### config.mk
export PLATFORM = sky130hd
export DESIGN_NAME = ib_dnu_lut_loader
export DESIGN_NICKNAME = d
export VERILOG_FILES = /design/src/rtl/ib_dnu_lut_loader_pkg.sv /design/src/rtl/ib_dnu_lut_loader.sv
export SDC_FILE = /design/constraint.sdc
export NUM_CORES = 1
export LEC_CHECK = 0
export ABC_AREA = 0
export CORE_AREA = 5 5 44 46
export CTS_BUF_LIST = sky130_fd_sc_hd__clkbuf_4 sky130_fd_sc_hd__clkbuf_8 sky130_fd_sc_hd__clkbuf_16
export CTS_CLUSTER_SIZE = 30
export DETAILED_ROUTE_END_ITERATION = 7
export DIE_AREA = 0 0 49 51
export GPL_TIMING_DRIVEN = 1
export PLACE_DENSITY = 0.74
export REMOVE_ABC_BUFFERS = 1
export SKIP_CTS_REPAIR_TIMING = 1
export SLEW_MARGIN = 20
export SYNTH_ARGS = -nofsm -noshare
export SYNTH_HDL_FRONTEND = slang
export SYNTH_SLANG_ARGS = --single-unit
### constraint.sdc
create_clock -name write_clk -period 1.8 [get_ports write_clk]
set_input_delay 0.36 -clock write_clk [delete_from_list [all_inputs] [get_ports write_clk]]
set_output_delay 0.36 -clock write_clk [all_outputs]
set_load 0.02 [all_outputs]
### src/rtl/ib_dnu_lut_loader_pkg.sv
// Shared definitions for the IB-DNU LUT write-side loader.
// State encodings and frame/page geometry helpers.
package ib_dnu_lut_loader_pkg;

   localparam logic [1:0] S_IDLE  = 2'd0;
   localparam logic [1:0] S_LOAD  = 2'd1;
   localparam logic [1:0] S_FLUSH = 2'd2;

   // Width of the multi-frame offset field.
   function automatic int frame_w(input int frames);
      return $clog2(frames);
   endfunction

   // Width of the per-frame page counter.
   function automatic int page_w(input int entry_addr, input int frames);
      return entry_addr - $clog2(frames);
   endfunction

endpackage

### src/rtl/ib_dnu_lut_loader.sv
// Write-side loader for the symmetric IB-DNU LUT RAM.
// Streams one frame region page by page into the RAM write port.
module ib_dnu_lut_loader
   import ib_dnu_lut_loader_pkg::*;
#(
   parameter  int ENTRY_ADDR      = 5,
   parameter  int MULTI_FRAME_NUM = 2,
   parameter  int BANK_NUM        = 2,
   parameter  int LUT_PORT_SIZE   = 1,
   localparam int FW = frame_w(MULTI_FRAME_NUM),
   localparam int PW = page_w(ENTRY_ADDR, MULTI_FRAME_NUM),
   localparam int DW = LUT_PORT_SIZE * BANK_NUM
) (
   input  logic                  write_clk,
   input  logic                  rstn,
   input  logic                  update_req,
   input  logic [FW-1:0]         update_frame,
   input  logic [DW-1:0]         lut_data_in,
   input  logic                  lut_data_valid,
   output logic                  lut_data_ready,
   output logic [ENTRY_ADDR-1:0] page_addr_ram,
   output logic [DW-1:0]         ram_write_data_1,
   output logic                  ib_ram_we,
   output logic                  busy,
   output logic                  update_done
);

   logic [1:0]            r_state;
   logic [PW-1:0]         r_cnt;
   logic [FW-1:0]         r_frame;
   logic [ENTRY_ADDR-1:0] r_addr;
   logic [DW-1:0]         r_data;
   logic                  r_we;

   logic w_ready;
   logic w_accept;
   logic w_last;

   assign w_ready  = (r_state == S_LOAD);
   assign w_accept = w_ready & lut_data_valid;
   assign w_last   = &r_cnt;

   // State sequencing: IDLE -> LOAD until last page -> one FLUSH cycle.
   always_ff @(posedge write_clk or negedge rstn) begin
      if (!rstn) begin
         r_state <= S_IDLE;
      end else begin
         case (r_state)
            S_IDLE: begin
               if (update_req) r_state <= S_LOAD;
            end
            S_LOAD: begin
               if (w_accept && w_last) r_state <= S_FLUSH;
            end
            S_FLUSH: begin
               r_state <= S_IDLE;
            end
            default: begin
               r_state <= S_IDLE;
            end
         endcase
      end
   end

   // Frame latch and page counter; the counter wraps inside the page field.
   always_ff @(posedge write_clk or negedge rstn) begin
      if (!rstn) begin
         r_frame <= '0;
         r_cnt   <= '0;
      end else if (r_state == S_IDLE) begin
         if (update_req) begin
            r_frame <= update_frame;
            r_cnt   <= '0;
         end
      end else if (w_accept) begin
         r_cnt <= r_cnt + PW'(1);
      end
   end

   // Write port register: address/data hold across stalls, we pulses per beat.
   always_ff @(posedge write_clk or negedge rstn) begin
      if (!rstn) begin
         r_addr <= '0;
         r_data <= '0;
         r_we   <= 1'b0;
      end else begin
         r_we <= w_accept;
         if (w_accept) begin
            r_addr <= {r_frame, r_cnt};
            r_data <= lut_data_in;
         end
      end
   end

   assign lut_data_ready   = w_ready;
   assign page_addr_ram    = r_addr;
   assign ram_write_data_1 = r_data;
   assign ib_ram_we        = r_we;
   assign busy             = (r_state != S_IDLE);
   assign update_done      = (r_state == S_FLUSH);

endmodule
==> results of run 1 <==
[cell families after synthesis]
group / count (synthesis) / share of synthesized area, %
buffers and inverters: 5 / 3.46
muxes: 8 / 15.2
AOI/OAI and AO/OA: 5 / 4.88
adders and majority gates: 1 / 2.03
xor gates and xnor gates: 1 / 1.42
and+or+nand+nor: 12 / 12.0
DFF: 15 / 61.0
[flip-flops by register name, indices dropped and copies added (netlist names)]
signal            flops
r_cnt                 4
page_addr_ram         5
ib_ram_we             1
r_frame               1
r_state               2
ram_write_data_1      2
[area by class of cell]
class                   instances  area (um2)
clock buffers                   3        22.5
clock inverters                 1        7.51
fillers                       133         616
inverters                       3        11.3
multi-input cells              27         219
flip-flops and latches         15         375
well taps                      16        20.0
repair buffers                 20         200
[layer usage]
layer	GRT usage (%)	share of wire (%)
met5	0	0
met4	6.73	2.8
met3	4.07	4.8
met2	16.3	48
met1	12.4	44
[cell usage in the layout, fill, tap and decap left out, drive strengths merged]
cell type and n:
dfrtp 15, clkdlybuf4s50 14, mux2 8, inv 3, o21ai 3, nand3 3
clkbuf 3, dlymetal6s2s 3, buf 3, or2 1, or2b 1, nor2b 1
nand3b 1, nand4b 1, nand2 1, nor2 1, or3b 1, xnor2 1
and2 1, o211ai 1, o31ai 1, ha 1, clkinvlp 1
[per-stage QoR]
| step | std cells | cell area, um2 |
|---|---|---|
| global placement | 81 | 818 |
| CTS | 85 | 848 |
| floorplan | 45 | 606 |
| global route | 85 | 856 |
| finish | 85 | 856 |
| detailed placement | 81 | 818 |
[synthesized netlist by cell type]
| library cell | number | area share [%] |
|---|---|---|
| dfrtp_1 | 15 | 61 |
| mux2_2 | 7 | 13 |
| inv_1 | 3 | 1.8 |
| nand3_1 | 3 | 2.4 |
| o21ai_0 | 3 | 2.4 |
| buf_2 | 2 | 1.6 |
| and2_1 | 1 | 1.0 |
| ha_1 | 1 | 2.0 |
| mux2_4 | 1 | 2.4 |
| nand2_1 | 1 | 0.61 |
| nand3b_1 | 1 | 1.2 |
| nand4b_1 | 1 | 1.4 |
| nor2_1 | 1 | 0.61 |
| nor2b_1 | 1 | 1.0 |
| o211ai_1 | 1 | 1.2 |
| o31ai_1 | 1 | 1.2 |
| or2_2 | 1 | 1.0 |
| or2b_1 | 1 | 1.2 |
| or3b_1 | 1 | 1.4 |
| xnor2_1 | 1 | 1.4 |
[path summary, 6_finish.rpt]
path / end / cells after the start / from / slack, ns
hold / removal: r_cnt[2] / 2 / rstn / 0.37
setup reg to reg: r_frame / 2 / r_state[1] / 0.43
hold reg to reg: r_frame / 1 / r_frame / 0.51
min in group write_clk: r_frame / 1 / r_frame / 0.51
setup / recovery: page_addr_ram[1] / 1 / page_addr_ram[1] / 0.16
max in group asynchronous: ib_ram_we / 2 / rstn / 1.25
[worst register-to-register path: stages, from the launching register on]
cell and delay (ns):
dfrtp_1 0.43, or3b_1 0.49, mux2_4 0.33
[where the power goes]
part	total (mW)	internal [mW]	switching, mW
clock	0.203	0.0847	0.118
sequential	0.574	0.476	0.0981
combinational	0.565	0.313	0.251
total	1.34	0.874	0.467
==> results.md, run 1 <==
* Outcome: complete, no violations
* Warnings from Yosys at 0
* Synth Register Bits at 15
* Die height at just over 50 um
* Clock tree sinks at 15
* Post-DRT Antenna Nets at 0
* Cells after Synth at 47
* Crit path capture type: primary output
* Worst setup margin at roughly 0.16 ns
* CP startpoint kind: flop
* Final hold vios at 0
* Unrepaired setup endpoints after global routing: no
* Mapped Area at 616 um2
* Slew HR at around 85%
* # diodes at 0
* DRC Markers at 0
* Total Routed Length at between 1 and 1.5 mm
* Crit-path max cell delay at approximately 0.61 ns
* Setup_tns at 0 ns
* Pwr Total at 1.34 mW
* Worst Path Arrival at 1.28 ns
* Tmin final at around 1.6 ns
* Final core utilization at between 50% and 60%
* Global-route wire length before repair at just under 2 mm
* Max VDD drop at between 700 and 800 uV
* Cell row count at 14
* Initial antenna violation count at 0
* Num CTS Buffers at 3
* Starting Density at 41.8%
* CTS root buf: clkbuf_4
* RePlAce Congestion at between 0.7 and 0.8
* Max_cap viols at 0
* Layout cell share with drive strength beyond 1 at 23.2%
* Min-Delay Path Class: input port to async pin
* Crit path kind: flop to primary output
* Die Wd at between 40 and 50 um
* Post-synth cell types at 20
* Power per cell area at 1570 nW/um2
* Crit-path cells: clkdlybuf4s50_1
* Final Skew at just under 0.009 ns
* Gr usage total at about a tenth
* Gr ovfl total at 0
* Max Root-Sink Buffers at 2
* Port Buf Inserts at 17
* Period utilization at about nine tenths
* Starting DRT DRC Count at 3
* CP Buf/Inv Count at 1
* TritonCTS clock tree: done
* Worst Path Required at 1.44 ns
* Slew Viols, Final at 0
* Worst slack, placed at roughly 0.079 ns
* Clk_lat worst skew at between 0.2 and 0.3 ns
* Vias per inst at roughly 5
* CP max-delay cell: clkdlybuf4s50_1
* Die area at 2500 um2
* Nets at 78
* Largest net degree at the start of global routing at 16
* Worst Path Max Fanout at 2
* CTS clock-pin slew for the worst setup and hold paths at 0.10 ns
* Pre-antenna DRT Iters at 2
* Syn_area_per_cell at around 13 um2
* Leak at between 0.3 and 0.4 nW
* DR vias at 420
* Fmax at just over 600 MHz
* Final setup violation count at 0
* Worst-margin pin slew at approximately 0.23 ns
* Routed length per instance at about 14 um
* CP delay by family, top: buffers and inverters
* Ports at 18
* Area of the core at between 1000 and 1500 um2
* H-tree depth at 1
* Area Growth Syn to Fin at 39.0%
* Final hold slack at 0.373 ns
* Register area share after synthesis at about three fifths
* Vias in the first global route at 430
Note: power is estimated with default switching activity, not from simulation.
==> run 2: changes to the inputs <==
CORE_AREA = 5 5 43 45   (was 5 5 44 46)
DIE_AREA = 0 0 48 50   (was 0 0 49 51)
PLACE_DENSITY = 0.77   (was 0.74)
clock period = 2.1 ns   (was 1.8 ns; I/O delays follow)
==> run 2 against run 1 <==
  * Sequential power shrank 15%
  * Power down 15%
  * Highest routed layer unchanged
  * Hold slack improved by 0.14 ns
  * Via count is 0.95% lower
  * Die area is 4.0% lower
==> results.md, run 2 (synthesis results as in run 1) <==
* CTS clock-pin slew for the worst setup and hold paths at 0.09 ns (about the same)
* Slew Viols, Final at 0 (unchanged)
* Final setup violation count at 0 (unchanged)
* Num CTS Buffers at 3 (unchanged)
* Met1 usage at 15.7% (+3.3 points)
* H-tree depth at 1 (unchanged)
* Worst reg2reg path depth at 3 (+1)
* Worst-margin pin slew at 0.644 ns (+0.417 ns)
* Global-route wire length before repair at 1.86 mm (-6.6%)
* Worst setup margin at 0.0817 ns (-0.0827 ns)
* Die area at 2400 um2 (-4.0%)
* Crit path kind: flop to primary output
* HP Start: ram_write_data_1[0]
* Nets at 77 (-1.3%)
* Layout cell share with drive strength beyond 1 at 22.1% (-1.1 points)
* Final Skew at 0.00221 ns (-0.00664 ns)
* Outcome: complete, no violations
* Area Growth Syn to Fin at 36.2%
* Pre-antenna DRT Iters at 2 (unchanged)
* Slew HR at 56.9% (-28 points)
* Fmax at roughly 500 MHz
* Starting DRT DRC Count at 3 (unchanged)
* Cell area after layout at 838 um2 (-2.0%)
* Hold depth at 1
* Inst Count DP at 79 (-2.5%)
* Worst Path Arrival at 1.60 ns (+0.32 ns)
* Die Wd at 48 um (-2.0%)
* # diodes at 0 (unchanged)
* Critical Path Start: r_state[1]
* Placed Instance Area at 803 um2 (-1.8%)
* Clock tree sinks at 15 (unchanged)
* DRC Markers at 0 (unchanged)
* Ports at 18 (unchanged)
* Worst Path Required at 1.68 ns (+0.24 ns)
* TritonCTS clock tree: done
* Unrepaired setup endpoints after global routing: no
* Total Routed Length at 1.12 mm (-3.6%)
* Post-DRT Antenna Nets at 0 (unchanged)
* Max FFs per register at 5 (unchanged)
* Met2 GRT Util at 15.2% (-1.1 points)
* Hpwl dp at 786 um
* Busiest metal layer after global routing: met1
* Commonest cells after routing, fill and taps aside: 17 x clkdlybuf4s50_1, 15 x dfrtp_1, 7 x mux2_2
* Port Buf Inserts at 17 (unchanged)
* Initial antenna violation count at 0 (unchanged)
* CP startpoint kind: flop
* Clk_lat worst skew at 0.27 ns (-0.02 ns)
* Final hold vios at 0 (unchanged)
* Gr usage total at 10.7% (+0.13 points)
* GR Util met3 at 2.18% (-1.9 points)
* Power per cell area at 1360 nW/um2 (-13%)
* Crit path capture type: primary output
* CP max-delay cell: clkdlybuf4s50_1
* FF-to-FF Start: r_state[0]
* FF-to-FF End: r_frame
* Tmin final at ~2.0 ns
* Reg-to-reg setup timing slack at 0.64 ns (+0.21 ns)
* Vias in the first global route at 401 (-6.7%)
* Cell row count at 14 (unchanged)
* Worst Path Max Fanout at 6 (+4)
* Non-filler cells, final at 84 (-1.2%)
* Pwr Total at 1.14 mW (-15%)
* Largest net degree at the start of global routing at 16 (unchanged)
* Leak at 0.370 nW (-6.3%)
* Setup_tns at 0 ns (unchanged)
* Max VDD drop at 656 uV (-15%)
* Hold Path Sink: ram_write_data_1[0]
* Gr ovfl total at 0 (unchanged)
* Crit-path cells: or2b_1 > inv_1 > clkdlybuf4s50_1
* Min-Delay Path Class: flop to flop
* Max Root-Sink Buffers at 2 (unchanged)
* Period utilization at about 96%
* Starting Density at 42.9% (+1.0 points)
* CTS root buf: clkbuf_4
* Vias per inst at 4.95 (+0.23%)
* Crit-path max cell delay at 0.59 ns (-0.02 ns)
* Routed length per instance at 13.3 um (-2.5%)
* DR vias at 416 (-0.95%)
* Worst slack, placed at 0.329 ns (+0.250 ns)
* Area of the core at 1440 um2 (-2.4%)
* RePlAce Congestion at 0.692 (-11%)
* Die height at 50 um (-2.0%)
* Max_cap viols at 0 (unchanged)
* Commonest non-fill, non-tap cell in the layout: clkdlybuf4s50_1
==> run 2: cell count changes in the layout (fill, tap and decap cells not counted) <==
| cell | previous run | this run |
|---|---|---|
| clkdlybuf4s50_1 | 14 | 17 |
| dlymetal6s2s_1 | 3 | 0 |
| buf_4 | 3 | 2 |
| clkinv_2 | 0 | 1 |
| clkinvlp_4 | 1 | 0 |
==> run 2: final cells by class <==
class | instances | area (um2)
Fill cell | 125 | 598
Clock inverter | 1 | 5.00
Multi-Input combinational cell | 27 | 219
Inverter | 3 | 11.3
Clock buffer | 3 | 22.5
Timing Repair Buffer | 19 | 185
Tap cell | 16 | 20.0
Sequential cell | 15 | 375
==> run 2: how the worst max path moves through the flow <==
stage | end | slack (ns) | cells after the start
final | lut_data_ready | 0.08 | 3
after CTS | lut_data_ready | 0.06 | 3
after global placement | r_frame | 0.34 | 3
after floorplan | r_frame | 0.84 | 2
after detailed placement | r_frame | 0.33 | 3
after global routing | lut_data_ready | 0.02 | 3
==> run 2: routing by layer <==
metal	share of wire [%]	vias to the layer above
met3	5.7	2
met1	48	199
met5	0	-
li1	-	205
met4	0.81	0
met2	45	10
==> run 2: where the power goes <==
group | internal (mW) | switching [mW]
clock network | 0.0705 | 0.0890
registers | 0.408 | 0.0814
logic | 0.271 | 0.219
total | 0.750 | 0.389
==> run 2: critical path: cells and delay by family, from the launching register on <==
| family | cells | cell delay [ns] |
|---|---|---|
| flip-flops | 1 | 0.42 |
| buffers and inverters | 2 | 0.64 |
| AND/OR/NAND/NOR | 1 | 0.26 |
==> run 2: stage by stage <==
step | hold WS (ns) | utilization, %
2_1_floorplan | 0.124 | -
3_3_place_gp | 0.487 | 55.9
3_5_place_dp | 0.492 | 55.9
4_1_cts | 0.514 | 57.8
5_1_grt | 0.535 | 58.4
6_report | 0.510 | 58.4
==> run 3: changes to the inputs <==
==> constraint.sdc (replaced) <==
create_clock -name write_clk -period 2.1 [get_ports write_clk]
set_input_delay 0.42 -clock write_clk [delete_from_list [all_inputs] [get_ports write_clk]]
set_output_delay 0.42 -clock write_clk [all_outputs]
set_load 0.1 [all_outputs]
==> run 3 against run 2 <==
  * Sequential cell count did not move
  * Hold slack better by 0.0043 ns
  * Clock skew grew 0.011 ns
  * Register-to-register slack improved by 0.12 ns
  * Utilization down 1.6 points
  * Highest routed layer unchanged
  * Die area stayed put
  * Maximum frequency up 23%
  * Global-route usage decreased by 0.21 points
  * Via count shrank 4.6%
  * Final cell count decreased by 1.2%
  * Non-clock buffer count shrank 1
==> results.md, run 3 (synthesis results as in run 1) <==
* Non-filler cells, final at 83 (-1.2%)
* Cell area after layout at 816 um2 (-2.7%)
* FF-to-FF Start: r_state[0]
* Area Growth Syn to Fin at 32.5%
* DR vias at 397 (-4.6%)
* Crit-path max cell delay at 0.41 ns (-0.18 ns)
* Total Routed Length at 1.08 mm (-2.8%)
* Routed length per instance at 13.1 um (-1.6%)
* Inst Count DP at 79 (unchanged)
* Final setup violation count at 0 (unchanged)
* Number of cells on the critical path at 3 (unchanged)
* Slew Viols, Final at 0 (unchanged)
* Global-route wire length before repair at 1.81 mm (-2.6%)
* Initial antenna violation count at 0 (unchanged)
* Num CTS Buffers at 3 (unchanged)
* Die Wd at 48 um (unchanged)
* # diodes at 0 (unchanged)
* Max_cap viols at 0 (unchanged)
* Cell row count at 14 (unchanged)
* Die area at 2400 um2 (unchanged)
* CP max-delay cell: dfrtp_1
* Worst-margin pin slew at 0.672 ns (+0.0279 ns)
* Vias in the first global route at 416 (+3.7%)
* Clk_lat worst skew at 0.28 ns (about the same)
* Final Skew at 0.0128 ns (+0.0106 ns)
* Critical Path Start: r_state[0]
* Outcome: complete, no violations
* Post-DRT Antenna Nets at 0 (unchanged)
* Final core utilization at 56.8% (-1.6 points)
* Setup_tns at 0 ns (unchanged)
* Hpwl dp at 774 um (-1.5%)
* DRC Markers at 0 (unchanged)
* Worst Path Arrival at 1.22 ns (-0.38 ns)
* Starting DRT DRC Count at 6 (+3)
* RePlAce Congestion at 0.691 (-0.19%)
* Crit-path cells: or2b_1 > inv_1 > buf_12
* CTS clock-pin slew for the worst setup and hold paths at 0.09 ns (about the same)
* Max FFs per register at 5 (unchanged)
* Fmax at 608 MHz (+23%)
* Worst Path Required at 1.68 ns (about the same)
* Largest net degree at the start of global routing at 16 (unchanged)
* Die height at 50 um (unchanged)
* Tmin final at 1.64 ns (-0.375 ns)
* Vias per inst at 4.78 (-3.4%)
* Fillers at 122 (-2.4%)
* CTS root buf: clkbuf_4
* Commonest cells after routing, fill and taps aside: 15 x dfrtp_1, 11 x buf_4, 7 x mux2_2, 6 x clkdlybuf4s50_1
* Final hold vios at 0 (unchanged)
* Nets at 76 (-1.3%)
* Placed Instance Area at 788 um2 (-1.9%)
* Slew HR at 55.1% (-1.9 points)
* Pre-antenna DRT Iters at 2 (unchanged)
* Reg-to-reg setup timing slack at 0.76 ns (+0.12 ns)
* H-tree depth at 1 (unchanged)
* Area of the multi-input gates at 219 um2 (unchanged)
* Crit path capture type: primary output
* Crit path kind: flop to primary output
* Min-Delay Path Class: flop to flop
* Starting Density at 42.9% (unchanged)
* Register Area at 375 um2 (unchanged)
* Period utilization at 78.3% (-18 points)
* CP delay by family, top: flip-flops
* Ports at 18 (unchanged)
* Unrepaired setup endpoints after global routing: no
* CP Buf/Inv Count at 2 (unchanged)
* Gr usage total at 10.5% (-0.21 points)
* Worst Path Max Fanout at 6 (unchanged)
* Gr ovfl total at 0 (unchanged)
* Layout cell share with drive strength beyond 1 at 37.3% (+15 points)
* Critical path capture point: lut_data_ready
* Port Buf Inserts at 17 (unchanged)
* TritonCTS clock tree: done
* FF-to-FF End: r_frame
* Commonest non-fill, non-tap cell in the layout: dfrtp_1
* CP startpoint kind: flop
* Worst reg2reg path depth at 2 (-1)
* Area of the core at 1440 um2 (unchanged)
* Max Root-Sink Buffers at 2 (unchanged)
* Clock tree sinks at 15 (unchanged)
run 3: cell types whose count changed in the layout (fill, tap and decap cells not counted):
cell and delta:
buf_4 +9, clkdlybuf4s50_1 -11, buf_12 +1
run 3: metal layers:
metal / vias to the layer above / track usage (%) / wire length (um)
li1: 202 / - / -
met1: 181 / 15.3 / 505
met2: 12 / 15.0 / 485
met3: 2 / 2.18 / 86
met4: 0 / 4.04 / 7
met5: - / 0 / 0
run 3: worst min path at each step:
| stage | startpoint | to | cells after the start |
|---|---|---|---|
| after global routing | page_addr_ram[2] | page_addr_ram[2] | 1 |
| after detailed placement | r_frame | r_frame | 1 |
| after CTS | ram_write_data_1[1] | ram_write_data_1[1] | 1 |
| after global placement | page_addr_ram[2] | page_addr_ram[2] | 1 |
| after floorplan | rstn | ib_ram_we | 0 |
| final | page_addr_ram[2] | page_addr_ram[2] | 1 |
run 3: worst reg2reg max path, cell delays in order, from the launching register on:
cell and delay [ns]:
dfrtp_1 0.43, or3b_1 0.47, mux2_4 0.33
run 3: cell type report:
| cell class | count | share of cell area, % |
|---|---|---|
| Tap cell | 16 | 2.45 |
| Clock buffer | 3 | 2.76 |
| Timing Repair Buffer | 18 | 19.9 |
| Inverter | 3 | 1.38 |
| Sequential cell | 15 | 46.0 |
| Multi-Input combinational cell | 27 | 26.8 |
| Clock inverter | 1 | 0.613 |
run 3: through the flow:
step	setup slack, ns	hold WS [ns]
floorplan	-0.0630	0.124
global placement	0.336	0.489
detailed placement	0.347	0.496
CTS	0.441	0.520
global route	0.379	0.531
finish	0.456	0.514
Power of run 3 is not shown: default switching activity piles up to over one toggle a cycle in this logic, so the estimate is an artifact.
